**src/rtl/ghost_mover_if.sv**
```systemverilog
// Connection bundle between the ghost direction-decision logic (master)
// and the ghost position executor (slave).
interface ghost_mover_if;
  logic        enable;
  logic        move_tick;
  logic        respawn;
  logic [3:0]  move_direction;
  logic [10:0] ghost_pos_x;
  logic [9:0]  ghost_pos_y;
  logic [3:0]  prev_direction;
  logic        at_tile;
  logic        stalled;
  logic        step_done;

  modport master (
    output enable, move_tick, respawn, move_direction,
    input  ghost_pos_x, ghost_pos_y, prev_direction, at_tile, stalled, step_done
  );

  modport slave (
    input  enable, move_tick, respawn, move_direction,
    output ghost_pos_x, ghost_pos_y, prev_direction, at_tile, stalled, step_done
  );
endinterface

```
**src/rtl/ghost_mover.sv**
```systemverilog
// Ghost position executor: steps the ghost one STEP per movement tick and
// only commits a new heading when it sits exactly on a tile boundary.
module ghost_mover #(
  parameter int         TILE      = 16,
  parameter int         STEP      = 1,
  parameter int         START_X   = 320,
  parameter int         START_Y   = 240,
  parameter logic [3:0] START_DIR = 4'b1000,
  parameter int         MAX_X     = 639,
  parameter int         MAX_Y     = 479
) (
  input  logic          clk,
  input  logic          rst,
  ghost_mover_if.slave  bus
);

  localparam logic [3:0] DIR_RIGHT = 4'b0001;
  localparam logic [3:0] DIR_UP    = 4'b0010;
  localparam logic [3:0] DIR_DOWN  = 4'b0100;
  localparam logic [3:0] DIR_LEFT  = 4'b1000;

  typedef enum logic [1:0] {ALIGNED, MOVING, STALL} state_t;

  typedef struct packed {
    logic [10:0] x;
    logic [9:0]  y;
  } pos_t;

  localparam pos_t START_POS = '{x: 11'(START_X), y: 10'(START_Y)};

  state_t     state_q, nxt_state;
  pos_t       pos_q, nxt_pos;
  logic [3:0] dir_q, nxt_dir;
  logic       stalled_q, nxt_stalled;
  logic       step_done_q;
  logic       moved;
  logic       dir_valid;

  function automatic logic is_aligned(input pos_t p);
    return ((p.x & 11'(TILE - 1)) == '0) && ((p.y & 10'(TILE - 1)) == '0);
  endfunction

  // Both axes wrap through the tunnel: the playfield is treated as a torus.
  function automatic pos_t step_pos(input pos_t p, input logic [3:0] dir);
    pos_t r;
    r = p;
    case (dir)
      DIR_RIGHT: r.x = (int'(p.x) + STEP > MAX_X) ? 11'(int'(p.x) + STEP - (MAX_X + 1))
                                                  : 11'(int'(p.x) + STEP);
      DIR_LEFT:  r.x = (int'(p.x) < STEP) ? 11'(int'(p.x) + MAX_X + 1 - STEP)
                                          : 11'(int'(p.x) - STEP);
      DIR_DOWN:  r.y = (int'(p.y) + STEP > MAX_Y) ? 10'(int'(p.y) + STEP - (MAX_Y + 1))
                                                  : 10'(int'(p.y) + STEP);
      DIR_UP:    r.y = (int'(p.y) < STEP) ? 10'(int'(p.y) + MAX_Y + 1 - STEP)
                                          : 10'(int'(p.y) - STEP);
      default:   r = p;
    endcase
    return r;
  endfunction

  assign dir_valid = (bus.move_direction != '0) &&
                     ((bus.move_direction & (bus.move_direction - 4'd1)) == '0);

  // NOTE: every signal gets a default before the case so no path leaves it
  // unassigned; otherwise synthesis infers a latch to hold the old value.
  always_comb begin
    nxt_state   = state_q;
    nxt_pos     = pos_q;
    nxt_dir     = dir_q;
    nxt_stalled = stalled_q;
    moved       = 1'b0;
    case (state_q)
      ALIGNED, STALL: begin
        if (dir_valid) begin
          nxt_dir     = bus.move_direction;
          nxt_pos     = step_pos(pos_q, bus.move_direction);
          nxt_stalled = 1'b0;
          moved       = 1'b1;
          nxt_state   = is_aligned(nxt_pos) ? ALIGNED : MOVING;
        end else begin
          nxt_stalled = 1'b1;
          nxt_state   = STALL;
        end
      end
      MOVING: begin
        // Between tiles the request is ignored and the heading is kept.
        nxt_pos   = step_pos(pos_q, dir_q);
        moved     = 1'b1;
        nxt_state = is_aligned(nxt_pos) ? ALIGNED : MOVING;
      end
      default: nxt_state = ALIGNED;
    endcase
  end

  // NOTE: sequential state uses non-blocking assignments so every register
  // samples pre-edge values, independent of statement order.
  always_ff @(posedge clk) begin
    step_done_q <= 1'b0;
    if (rst || bus.respawn) begin
      state_q   <= ALIGNED;
      pos_q     <= START_POS;
      dir_q     <= START_DIR;
      stalled_q <= 1'b0;
    end else if (bus.enable && bus.move_tick) begin
      state_q     <= nxt_state;
      pos_q       <= nxt_pos;
      dir_q       <= nxt_dir;
      stalled_q   <= nxt_stalled;
      step_done_q <= moved;
    end
  end

  assign bus.ghost_pos_x    = pos_q.x;
  assign bus.ghost_pos_y    = pos_q.y;
  assign bus.prev_direction = dir_q;
  assign bus.at_tile        = is_aligned(pos_q);
  assign bus.stalled        = stalled_q;
  assign bus.step_done      = step_done_q;

endmodule

```
**src/flat_wrapper.sv**
```systemverilog
// flat-port wrapper written by rule: the top's interface ports become plain ports
module ghost_mover_flat 
#(
  parameter int         TILE      = 16,
  parameter int         STEP      = 1,
  parameter int         START_X   = 320,
  parameter int         START_Y   = 240,
  parameter logic [3:0] START_DIR = 4'b1000,
  parameter int         MAX_X     = 639,
  parameter int         MAX_Y     = 479
)
  (clk, rst, bus_enable, bus_move_tick, bus_respawn, bus_move_direction, bus_ghost_pos_x, bus_ghost_pos_y, bus_prev_direction, bus_at_tile, bus_stalled, bus_step_done);
  ghost_mover_if bus_i ();
  input  logic clk;
  input  logic rst;
  input wire logic [$bits(bus_i.enable)-1:0] bus_enable;
  input wire logic [$bits(bus_i.move_tick)-1:0] bus_move_tick;
  input wire logic [$bits(bus_i.respawn)-1:0] bus_respawn;
  input wire logic [$bits(bus_i.move_direction)-1:0] bus_move_direction;
  output wire logic [$bits(bus_i.ghost_pos_x)-1:0] bus_ghost_pos_x;
  output wire logic [$bits(bus_i.ghost_pos_y)-1:0] bus_ghost_pos_y;
  output wire logic [$bits(bus_i.prev_direction)-1:0] bus_prev_direction;
  output wire logic [$bits(bus_i.at_tile)-1:0] bus_at_tile;
  output wire logic [$bits(bus_i.stalled)-1:0] bus_stalled;
  output wire logic [$bits(bus_i.step_done)-1:0] bus_step_done;
  assign bus_i.enable = bus_enable;
  assign bus_i.move_tick = bus_move_tick;
  assign bus_i.respawn = bus_respawn;
  assign bus_i.move_direction = bus_move_direction;
  assign bus_ghost_pos_x = bus_i.ghost_pos_x;
  assign bus_ghost_pos_y = bus_i.ghost_pos_y;
  assign bus_prev_direction = bus_i.prev_direction;
  assign bus_at_tile = bus_i.at_tile;
  assign bus_stalled = bus_i.stalled;
  assign bus_step_done = bus_i.step_done;
  ghost_mover #(.TILE(TILE), .STEP(STEP), .START_X(START_X), .START_Y(START_Y), .START_DIR(START_DIR), .MAX_X(MAX_X), .MAX_Y(MAX_Y)) u_core (.clk(clk), .rst(rst), .bus(bus_i));
endmodule
```
**config.mk**
```make
export PLATFORM = sky130hd
export DESIGN_NAME = ghost_mover_flat
export DESIGN_NICKNAME = d
export VERILOG_FILES = /design/src/rtl/ghost_mover_if.sv /design/src/rtl/ghost_mover.sv /design/src/flat_wrapper.sv
export SDC_FILE = /design/constraint.sdc
export NUM_CORES = 1
export LEC_CHECK = 0
export CAP_MARGIN = 20
export CORE_ASPECT_RATIO = 0.7
export CORE_MARGIN = 2
export CORE_UTILIZATION = 55
export CTS_BUF_LIST = sky130_fd_sc_hd__clkbuf_8
export DETAILED_ROUTE_END_ITERATION = 8
export HOLD_SLACK_MARGIN = 0.05
export PLACE_DENSITY = 0.8
export SYNTH_ARGS = -nofsm -noshare
export SYNTH_HDL_FRONTEND = slang
export SYNTH_SLANG_ARGS = --single-unit
```
**constraint.sdc**
```tcl
create_clock -name clk -period 6.5 [get_ports clk]
set_input_delay 1.3 -clock clk [delete_from_list [all_inputs] [get_ports clk]]
set_output_delay 1.3 -clock clk [all_outputs]
set_load 0.01 [all_outputs]
```
* After elaboration in Yosys (flattened, before gate mapping)
Index checks and enable logic that the tools add are counted.
** Storage, ports and cells
- Latch bits :: 0
- Input port bits :: 9
- Bits in read-only memories :: 0
- Flip-flop bits (word level) :: 29
- Word-level logic and storage cells :: 88
- Output and inout port bits :: 28
- Memories :: 0
- RAM bits :: 0
** Operators by class
- Shift operators :: 0
- Multiplexer cells :: 23
- Divide/modulo/power cells :: 0
- $lt $le $gt $ge :: 4
- Add/sub/neg operators :: 13
- Equality and inequality tests :: 15
- Bitwise operators :: 2
- Reduce and logical (&&, ||, !) cells :: 23
- Multipliers :: 0
** Operators with widths (count)
- 2-to-1 mux 11 bit :: 5
- 2-to-1 mux 10 bit :: 5
- one-hot mux 11 bit (2 select lines) :: 2
- one-hot mux 21 bit (2 select lines) :: 1
- one-hot mux 10 bit (2 select lines) :: 2
- logical NOT 11 bit :: 3
- logical NOT 10 bit :: 3
- 2-to-1 mux 21 bit :: 1
- adder 11 x 1 -> 12 bit (second input constant) :: 1
- > comparator 12 x 10 -> 1 bit (second input constant) :: 1
- adder 10 x 1 -> 11 bit (second input constant) :: 1
- adder 11 x 10 -> 11 bit (second input constant) :: 1
- adder 11 x 2 -> 11 bit (second input constant) :: 1
- > comparator 11 x 9 -> 1 bit (second input constant) :: 1
- < comparator 11 x 1 -> 1 bit (second input constant) :: 1
- subtractor 11 x 1 -> 11 bit (second input constant) :: 1
- subtractor 11 bit (second input constant) :: 1
- subtractor 11 x 2 -> 11 bit (second input constant) :: 1
- adder 10 x 1 -> 10 bit (second input constant) :: 1
- adder 10 x 9 -> 10 bit (second input constant) :: 1
- < comparator 10 x 1 -> 1 bit (second input constant) :: 1
- AND reduction 5 bit :: 2
- subtractor 10 x 1 -> 10 bit (second input constant) :: 1
- subtractor 10 bit (second input constant) :: 1
- 26 further kinds :: 41

* Longest topological paths before layout
Gate-level depths: netlist (run 1).
- Depth after elaboration :: 12
- Mapped depth :: 12

* Worst setup path after synthesis (run 1)
Ideal clock, no wire load.
- Kind :: register -> output
- From :: reg u_core.pos_q (netlist bit u_core.bus.ghost_pos_x[0])
- To :: out bus_at_tile
- Cell stages (with the launch flop) :: 6
- Required time :: 5.200 ns
- Setup slack :: 3.530 ns
- Data arrival time :: 1.670 ns
- Cell sequence :: dfxtp_1 > buf_6 > inv_1 > ha_1 > or3b_1 > nor4b_1
** On the way
- Word-level cells in the longest chain between the ends :: 2
** Ends and longest elaborated chain
- start, declared :: line ghost_mover.sv:32 : pos_t pos_q, nxt_pos;
- start signal, assigned :: line ghost_mover.sv:106 : pos_q <= nxt_pos;
- logical NOT 11 bit :: line ghost_mover.sv:40 : return ((p.x & 11'(TILE - 1)) == '0) && ((p.y & 10'(TILE - 1)) == '0);
- logical AND 1 bit :: line ghost_mover.sv:40
- end, declared :: line flat_wrapper.sv:23 : output wire logic [$bits(bus_i.at_tile)-1:0] bus_at_tile;
No other way between the ends.

* Worst setup path in the final report (run 1)
Same ends and word-level chain as after synthesis.

==> results of run 1 <==
## area by class of cell
type	count	share of cell area, %
clock buffers	7	2.67
clock inverters	1	0.139
inverters	12	1.25
multi-input cells	385	67.3
flip-flops and latches	29	16.1
well taps	75	2.60
repair buffers	36	9.98
## stage by stage
| stage | std cells | total power, mW |
|---|---|---|
| after floorplan | 464 | 0.232 |
| final | 545 | 0.422 |
| after global routing | 545 | 0.435 |
| after detailed placement | 537 | 0.251 |
| after CTS | 545 | 0.422 |
| after global placement | 537 | 0.250 |
## power breakdown
part / leakage (nW) / switching, mW / internal [mW] / total, mW
clock: 0.0542 / 0.0769 / 0.0957 / 0.173
sequential: 0.234 / 0.00519 / 0.179 / 0.185
combinational: 0.947 / 0.0382 / 0.0271 / 0.0652
total: 1.24 / 0.120 / 0.302 / 0.422
## registers in the layout, summed over array words and instances (netlist names)
name	flops
u_core.bus.step_done	1
u_core.state_q	2
u_core.bus.ghost_pos_y	10
u_core.bus.stalled	1
u_core.bus.ghost_pos_x	11
u_core.bus.prev_direction	4
## cell families (layout without fill, tap and decap cells)
logic type / Yosys count / in the layout
muxes: 11 / 11
DFF: 29 / 29
and+or+nand+nor: 200 / 200
buffers and inverters: 50 / 56
adders and majority gates: 9 / 9
AOI/OAI and AO/OA: 136 / 136
xor gates and xnor gates: 29 / 29
## cell usage in the layout, fill, tap and decap left out, types with 6 or more instances in the layout
cell type,count
nand2_1,63
nor2_1,37
clkdlybuf4s50_1,36
a21oi_1,35
o21ai_0,35
dfxtp_1,29
xnor2_1,18
nor3_1,13
inv_1,12
nand3_1,12
xor2_1,11
nand2b_1,10
mux2i_1,10
ha_1,9
nand3b_1,8
nor2b_1,7
clkbuf_8,7
and2_1,6
o22ai_1,6
a31oi_1,6
## critical path: stages (launching register included)
cell	delay, ns
dfxtp_1	0.47
inv_1	0.24
ha_1	0.25
or3b_1	0.47
nor4b_1	0.39
clkdlybuf4s50_1	0.61
## Yosys cell counts (6+ instances only)
cell | number | area, um2
nand2_1 | 63 | 236
nor2_1 | 37 | 139
a21oi_1 | 35 | 175
o21ai_0 | 35 | 175
dfxtp_1 | 29 | 581
clkbuf_1 | 19 | 71.3
xnor2_1 | 18 | 158
nor3_1 | 13 | 65.1
buf_2 | 12 | 60.1
inv_1 | 12 | 45.0
nand3_1 | 12 | 60.1
xor2_1 | 11 | 96.3
mux2i_1 | 10 | 100
nand2b_1 | 10 | 62.6
ha_1 | 9 | 113
nand3b_1 | 8 | 60.1
nor2b_1 | 7 | 43.8
a31oi_1 | 6 | 37.5
and2_1 | 6 | 37.5
o22ai_1 | 6 | 37.5
## layer usage
| layer | GRT usage, % | vias to the layer above | part of all wire [%] |
|---|---|---|---|
| li1 | - | 1688 | - |
| met4 | 7.86 | 0 | 0.81 |
| met5 | 0 | - | 0 |
| met3 | 5.84 | 13 | 11 |
| met2 | 38.5 | 219 | 40 |
| met1 | 46.2 | 1657 | 48 |
## worst max-delay path by stage
stage | from | endpoint | slack [ns]
5_1_grt | u_core.bus.ghost_pos_x[0]$_SDFFE_PP0P_ | bus_at_tile | 2.45
4_1_cts | u_core.bus.ghost_pos_x[0]$_SDFFE_PP0P_ | bus_at_tile | 2.53
3_3_place_gp | bus_move_direction[0] | u_core.bus.ghost_pos_x[2]$_SDFFE_PP0P_ | 2.72
2_1_floorplan | u_core.bus.ghost_pos_x[0]$_SDFFE_PP0P_ | bus_at_tile | 3.53
3_5_place_dp | bus_move_direction[0] | u_core.bus.ghost_pos_x[2]$_SDFFE_PP0P_ | 2.67
6_report | u_core.bus.ghost_pos_x[0]$_SDFFE_PP0P_ | bus_at_tile | 2.49
==> flow_metrics.env, run 1 <==
export IMPL_hold_depth=2
export IMPL_antenna_found_initial=0
export IMPL_root_buffer="clkbuf_8"
export IMPL_start_util_pct=56.9
export IMPL_p_leak_nw=1.24
export IMPL_worst_pin_slew_ns=0.694
export IMPL_die_area_mm2=0.00654
export IMPL_finalClockSkew_ns=0.0102
export IMPL_yosys_warnings=0
export IMPL_syn_inst=464
export IMPL_hold_start="u_core.bus.stalled$_SDFFE_PP0P_"
export IMPL_synthAdderAreaFrac_pct=3.47
export IMPL_hold_slack_ns=0.489
export IMPL_synth_edf_count=0
export IMPL_synth_nets=482
export IMPL_synth_area_mm2=0.00324
export IMPL_ant_nets=0
export IMPL_synth_top_family_by_area="simple AND/OR/NAND/NOR gates"
export IMPL_grt_max_degree=21
export IMPL_ys_async_sr_fraction_pct=0
export IMPL_p_per_area_mw_per_mm2=117
export IMPL_final_hold_viol_count=0
export IMPL_synth_main_ff_cell="dfxtp_1"
export IMPL_timing_rr_end="u_core.bus.ghost_pos_y[5]$_SDFFE_PP1P_"
export IMPL_hold_end="u_core.bus.stalled$_SDFFE_PP0P_"
export IMPL_vdd_drop_max_mv=0.0704
export IMPL_synth_xor_area_share_pct=7.83
export IMPL_post_cts_buffers=0
export IMPL_synth_avg_cell_area_um2=6.99
export IMPL_die_h_um=68.3
export IMPL_cts_buffer_depth=2
export IMPL_clk_pin_slew_ns=0.06
export IMPL_drt_iter0_markers=362
export IMPL_fin_nets=487
export IMPL_ys_seq_area_share_pct=17.9
export IMPL_period_share_pct=61.7
export IMPL_die_w_um=95.8
export IMPL_grt_pass1_vias=2900
export IMPL_tns_ns=0
export IMPL_cts_resized=0
export IMPL_clk_latency_ns=0.29
export IMPL_clock_sinks=29
export IMPL_core_mm2=0.00570
export IMPL_placed_area_mm2=0.00351
export IMPL_cp_arrival_ns=2.71
export IMPL_cp_end_kind="primary output"
export IMPL_grt_pass1_wl_um=14700
export IMPL_diodes=0
export IMPL_synthMuxAreaShare_pct=3.43
export IMPL_dpl_hpwl_um=6750
export IMPL_max_slew_margin_pct=53.4
export IMPL_yosys_area_share_simple_pct=32.7
export IMPL_io_pins=37
export IMPL_finalWirelength_um=9370
export IMPL_crit_path_start_kind="register"
export IMPL_finish_instance_area_mm2=0.00361
export IMPL_rsz0062_at_grt="no"
export IMPL_wl_per_cell_um=17.2
export IMPL_multi_input_area_mm2=0.00243
export IMPL_fin_util_pct=63.4
export IMPL_pre_cts_ws_ns=2.67
export IMPL_outcome="complete, no violations"
export IMPL_hp_class="reg2reg"
export IMPL_fin_crit_ns=4.01
export IMPL_drc=0
export IMPL_regArea_um2=581
export IMPL_path_max_fanout=13
export IMPL_layout_setup_ws_ns=2.49
export IMPL_area_growth_pct=11.3
export IMPL_synth_compound_area_share_pct=27.5
export IMPL_vias_per_cell=6.56
export IMPL_cap_violations=0
export IMPL_overflow=0
export IMPL_drv_slew=0
export IMPL_io_buffers=36
export IMPL_cts_tree="built"
export IMPL_vias=3577
export IMPL_drt_first_pass_iters=5
export IMPL_postCtsHoldBufs=0
export IMPL_layout_drive_gt1_share_pct=6.81
export IMPL_yosysUniqueCellTypes=75
export IMPL_worstReg2RegStart="u_core.bus.ghost_pos_y[0]$_SDFFE_PP0P_"
export IMPL_ys_seq_elements=29
export IMPL_r2r_slack_ns=3.45
export IMPL_critPathKind="reg2out"
export IMPL_cts_made_buffers=5
export IMPL_grt_total_usage_pct=29.1
export IMPL_worstPathRequired_ns=5.20
export IMPL_r2r_cells=11
export IMPL_max_freq_mhz=250
export IMPL_place_gp_congestion=0.994
export IMPL_fill_cells=528
export IMPL_setup_violations=0
export IMPL_rows=23
export IMPL_htreeDepth=2
(Power assumes the default switching activity.)
==> run 2, diff against run 1 <==
- CORE_UTILIZATION: 55 -> 53
- PLACE_DENSITY: 0.8 -> 0.81
- clock period: 6.5 -> 3.26 ns (I/O delays scaled with it)
==> run 2 against run 1 <==
Non-clock buffer count grew 17. Combinational power increased by 120%. Power increased by 120%. Highest routed layer unchanged. Via count rose by 2.2%. First-iteration DRC count is 40% higher. Worst hold slack improved by 0.034 ns. Largest power group is now the clock network. Setup slack got worse by 2.4 ns. Clock power rose by 140%. Flip-flop and latch count is the same. Critical endpoint unchanged.
==> flow_metrics.env, run 2 (synthesis results as in run 1) <==
export IMPL_wl_per_cell_um=18.0
export IMPL_htreeDepth=2
export IMPL_vdd_drop_max_mv=0.148
export IMPL_start_util_pct=55.8
export IMPL_overflow=0
export IMPL_final_common_cell="nand2_1"
export IMPL_layout_common_cells="63 x nand2_1, 37 x nor2_1, 36 x clkdlybuf4s50_1, 35 x a21oi_1, 35 x o21ai_0"
export IMPL_drt_iter0_markers=507
export IMPL_period_share_pct=96.7
export IMPL_grt_max_degree=21
export IMPL_cts_made_buffers=5
export IMPL_setup_violations=0
export IMPL_finish_instance_area_mm2=0.00375
export IMPL_cts_resized=0
export IMPL_die_w_um=97.5
export IMPL_grt_total_usage_pct=29.7
export IMPL_cap_violations=0
export IMPL_io_buffers=36
export IMPL_ant_nets=0
export IMPL_cp_slowest_cell="clkdlybuf4s50_1"
export IMPL_p_per_area_mw_per_mm2=244
export IMPL_max_freq_mhz=317
export IMPL_cp_end_kind="primary output"
export IMPL_max_slew_margin_pct=47.7
export IMPL_area_growth_pct=15.7
export IMPL_vias_per_cell=6.50
export IMPL_crit_path_start_kind="register"
export IMPL_fin_nets=504
export IMPL_cts_buffer_depth=2
export IMPL_rsz0062_at_grt="no"
export IMPL_drv_slew=0
export IMPL_finalWirelength_um=10100
export IMPL_core_mm2=0.00581
export IMPL_hp_class="reg2reg"
export IMPL_place_gp_congestion=0.990
export IMPL_worst_pin_slew_ns=0.784
export IMPL_io_pins=37
export IMPL_largest_register_ffs=11
export IMPL_outcome="complete, no violations"
export IMPL_cp_arrival_ns=2.50
export IMPL_path_max_fanout=5
export IMPL_fin_crit_ns=3.15
export IMPL_grt_pass1_wl_um=16700
export IMPL_p_leak_nw=1.33
export IMPL_clk_latency_ns=0.30
export IMPL_placed_area_mm2=0.00364
export IMPL_clock_sinks=29
export IMPL_fill_cells=513
export IMPL_vias=3654
export IMPL_diodes=0
export IMPL_postCtsHoldBufs=0
export IMPL_drc=0
export IMPL_antenna_found_initial=0
export IMPL_grt_pass1_vias=3359
export IMPL_drt_first_pass_iters=5
export IMPL_rows=23
export IMPL_post_cts_buffers=0
export IMPL_die_area_mm2=0.00677
export IMPL_crit_chain="inv_1, ha_1, or3b_1, nor4b_1, clkdlybuf4s50_1"
export IMPL_root_buffer="clkbuf_8"
export IMPL_tns_ns=0
export IMPL_die_h_um=69.5
export IMPL_cts_tree="built"
export IMPL_worst_path_largest_cell_delay_ns=0.60
export IMPL_worstPathRequired_ns=2.61
export IMPL_finalClockSkew_ns=0.0112
export IMPL_dpl_hpwl_um=7500
export IMPL_final_hold_viol_count=0
export IMPL_layout_drive_gt1_share_pct=9.86
export IMPL_critPathKind="reg2out"
export IMPL_clk_pin_slew_ns=0.08
run 2: cell type report:
cell class              instances  area [um2]  area share [%]
repair buffers                 53         488            13.0
clock inverters                 2        33.8           0.900
clock buffers                   6        82.6            2.20
well taps                      75        93.8            2.50
multi-input cells             385        2430            64.7
flip-flops and latches         29         581            15.5
inverters                      12        45.0            1.20
run 2: routing by layer:
metal,track usage (%),vias to the layer above,part of all wire [%]
li1,-,1725,-
met1,44.2,1660,45
met2,40.3,249,41
met3,8.87,20,13
met4,10.0,0,1.5
met5,0,-,0
run 2: power by group:
part	switching, mW	internal, mW
Combinational	0.0824	0.0589
Clock	0.165	0.246
Sequential	0.00636	0.358
Total	0.254	0.663
run 2: per-stage QoR:
step | setup WS, ns | util, % | power, mW | instances | hold slack [ns]
after global routing | 0.0141 | 64.6 | 0.940 | 562 | 0.542
after CTS | 0.127 | 64.6 | 0.910 | 562 | 0.518
final | 0.108 | 64.6 | 0.916 | 562 | 0.523
after floorplan | 0.792 | - | 0.462 | 464 | 0.490
after global placement | 0.341 | 62.6 | 0.504 | 554 | 0.473
after detailed placement | 0.213 | 62.6 | 0.508 | 554 | 0.508
run 2: critical path, delay by kind of cell, from the launching register on:
kind	cells	cell delay, ns
fa+ha+maj	1	0.29
buf+inv	2	0.75
flops	1	0.31
simple gates	2	0.85
run 2: final timing paths:
check,start,endpoint,slack [ns],cells past startpoint
max,u_core.bus.ghost_pos_x[0]$_SDFFE_PP0P_,bus_at_tile,0.11,5
min,u_core.bus.stalled$_SDFFE_PP0P_,u_core.bus.stalled$_SDFFE_PP0P_,0.52,2
max reg2reg,u_core.state_q[0]$_SDFFE_PP0P_,u_core.bus.ghost_pos_y[8]$_SDFFE_PP0P_,0.64,5
min reg2reg,u_core.bus.stalled$_SDFFE_PP0P_,u_core.bus.stalled$_SDFFE_PP0P_,0.52,2
==> run 3, diff against run 2 <==
- CORE_UTILIZATION: 53 -> 35
- PLACE_DENSITY: 0.81 -> 0.58
==> run 3 against run 2 <==
Fmax is 0.18% lower. Combinational power hardly changed. Global-route usage is 9.4 points lower. First-iteration DRC count is 33% lower. Critical endpoint unchanged. Clock power is 16% higher. Final cell count is 8.7% higher. Critical path depth stayed put. Highest routed layer unchanged.
==> flow_metrics.env, run 3 (synthesis results as in run 1) <==
export IMPL_outcome="complete, no violations"
export IMPL_io_buffers=36
export IMPL_post_cts_buffers=0
export IMPL_grt_max_degree=21
export IMPL_crit_path_start_kind="register"
export IMPL_use_met1_pct=32.0
export IMPL_layout_drive_gt1_share_pct=10.1
export IMPL_seq_power_share_pct=37.3
export IMPL_ant_nets=0
export IMPL_cts_made_buffers=5
export IMPL_p_int_uw=720
export IMPL_clock_sinks=29
export IMPL_p_clk_share_pct=48.7
export IMPL_clk_latency_ns=0.30
export IMPL_totalPowerFinal_uw=979
export IMPL_drc=0
export IMPL_largest_register_ffs=11
export IMPL_drv_slew=0
export IMPL_postCtsHoldBufs=0
export IMPL_hp_class="reg2reg"
export IMPL_clk_pin_slew_ns=0.08
export IMPL_root_buffer="clkbuf_8"
export IMPL_rows=29
export IMPL_max_slew_margin_pct=48.6
export IMPL_fin_nets=504
export IMPL_layout_common_cells="63 x nand2_1, 37 x nor2_1, 36 x clkdlybuf4s50_1, 35 x a21oi_1, 35 x o21ai_0"
export IMPL_fill_cells=921
export IMPL_place_gp_congestion=0.927
export IMPL_regArea_um2=581
export IMPL_die_h_um=84.6
export IMPL_cts_tree="built"
export IMPL_cpLargestDelayFamily="simple AND/OR/NAND/NOR gates"
export IMPL_max_freq_mhz=317
export IMPL_dpl_hpwl_um=7320
export IMPL_placedCellCount=603
export IMPL_final_common_cell="nand2_1"
export IMPL_fin_crit_ns=3.16
export IMPL_vias=3525
export IMPL_cts_buffer_depth=2
export IMPL_fin_cells=611
export IMPL_cp_end_kind="primary output"
export IMPL_worst_path_largest_cell_delay_ns=0.59
export IMPL_hold_slack_ns=0.489
export IMPL_switching_share_pct=26.4
export IMPL_finalWirelength_um=10100
export IMPL_start_util_pct=35.9
export IMPL_pwr_share_comb_pct=14.1
export IMPL_tns_ns=0
export IMPL_path_max_fanout=5
export IMPL_core_mm2=0.00903
export IMPL_grt_pass1_wl_um=16700
export IMPL_worstPathRequired_ns=2.61
export IMPL_p_switching_uw=259
export IMPL_final_hold_viol_count=0
export IMPL_htreeDepth=2
export IMPL_vias_per_cell=5.77
export IMPL_cap_violations=0
export IMPL_p_leak_nw=1.34
export IMPL_rsz0062_at_grt="no"
export IMPL_diodes=0
export IMPL_critPathKind="reg2out"
export IMPL_grt_pass1_vias=3202
export IMPL_die_w_um=119
export IMPL_period_share_pct=96.9
export IMPL_vdd_drop_max_mv=0.153
export IMPL_grt_use_met2_pct=27.3
export IMPL_crit_chain="inv_1, ha_1, or3b_1, nor4b_1, clkdlybuf4s50_1"
export IMPL_drt_iter0_markers=339
export IMPL_grt_busiest_layer="met1"
export IMPL_use_met3_pct=4.01
export IMPL_drt_first_pass_iters=5
export IMPL_worst_pin_slew_ns=0.763
export IMPL_p_per_area_mw_per_mm2=255
export IMPL_cp_slowest_cell="clkdlybuf4s50_1"
export IMPL_fin_util_pct=42.4
export IMPL_setup_violations=0
export IMPL_worst_path_buf_inv=2
export IMPL_overflow=0
export IMPL_multi_input_area_mm2=0.00243
export IMPL_cts_resized=0
export IMPL_finalClockSkew_ns=0.00818
export IMPL_grt_total_usage_pct=20.4
export IMPL_io_pins=37
export IMPL_antenna_found_initial=0
export IMPL_cp_arrival_ns=2.51
export IMPL_wl_per_cell_um=16.5
export IMPL_area_growth_pct=18.1
export IMPL_die_area_mm2=0.0101
run 3: stage by stage:
stage          area (um2)  worst slack [ns]
6_report             3830             0.102
5_1_grt              3830            0.0354
4_1_cts              3830             0.108
3_5_place_dp         3700             0.213
3_3_place_gp         3700             0.354
2_1_floorplan        3240             0.792
run 3: power groups by stage:
stage	sequential (mW)	clock [mW]	combinational (mW)
finish	0.365	0.476	0.138
floorplan	0.370	0	0.0917
CTS	0.365	0.478	0.135
global placement	0.373	0	0.134
global route	0.366	0.497	0.150
detailed placement	0.373	0	0.135
run 3: path summary, 6_finish.rpt:
path | slack, ns | start | endpoint | cells past startpoint
max | 0.10 | u_core.bus.ghost_pos_x[0]$_SDFFE_PP0P_ | bus_at_tile | 5
max reg2reg | 0.59 | u_core.bus.ghost_pos_y[3]$_SDFFE_PP0P_ | u_core.bus.ghost_pos_y[8]$_SDFFE_PP0P_ | 9
min reg2reg | 0.49 | u_core.bus.stalled$_SDFFE_PP0P_ | u_core.bus.stalled$_SDFFE_PP0P_ | 2
min | 0.49 | u_core.bus.stalled$_SDFFE_PP0P_ | u_core.bus.stalled$_SDFFE_PP0P_ | 2
run 3: final cells by class:
class	count	area share (%)
Multi-Input combinational cell	385	63.4
Sequential cell	29	15.1
Timing Repair Buffer	53	12.7
Tap cell	124	4.05
Clock buffer	5	1.80
Clock inverter	3	1.70
Inverter	12	1.18
run 3: per-layer routing:
metal,part of all wire (%),up-vias,wire (um)
met1,54,1660,5420
met2,38,115,3880
li1,-,1730,-
met3,6.0,20,600
met4,1.8,0,180
met5,0,-,0
run 3: tightest hold or removal path: stages, from the launching register on:
cell and delay (ns):
dfxtp_1 0.32, o21ai_0 0.07, a21oi_1 0.06
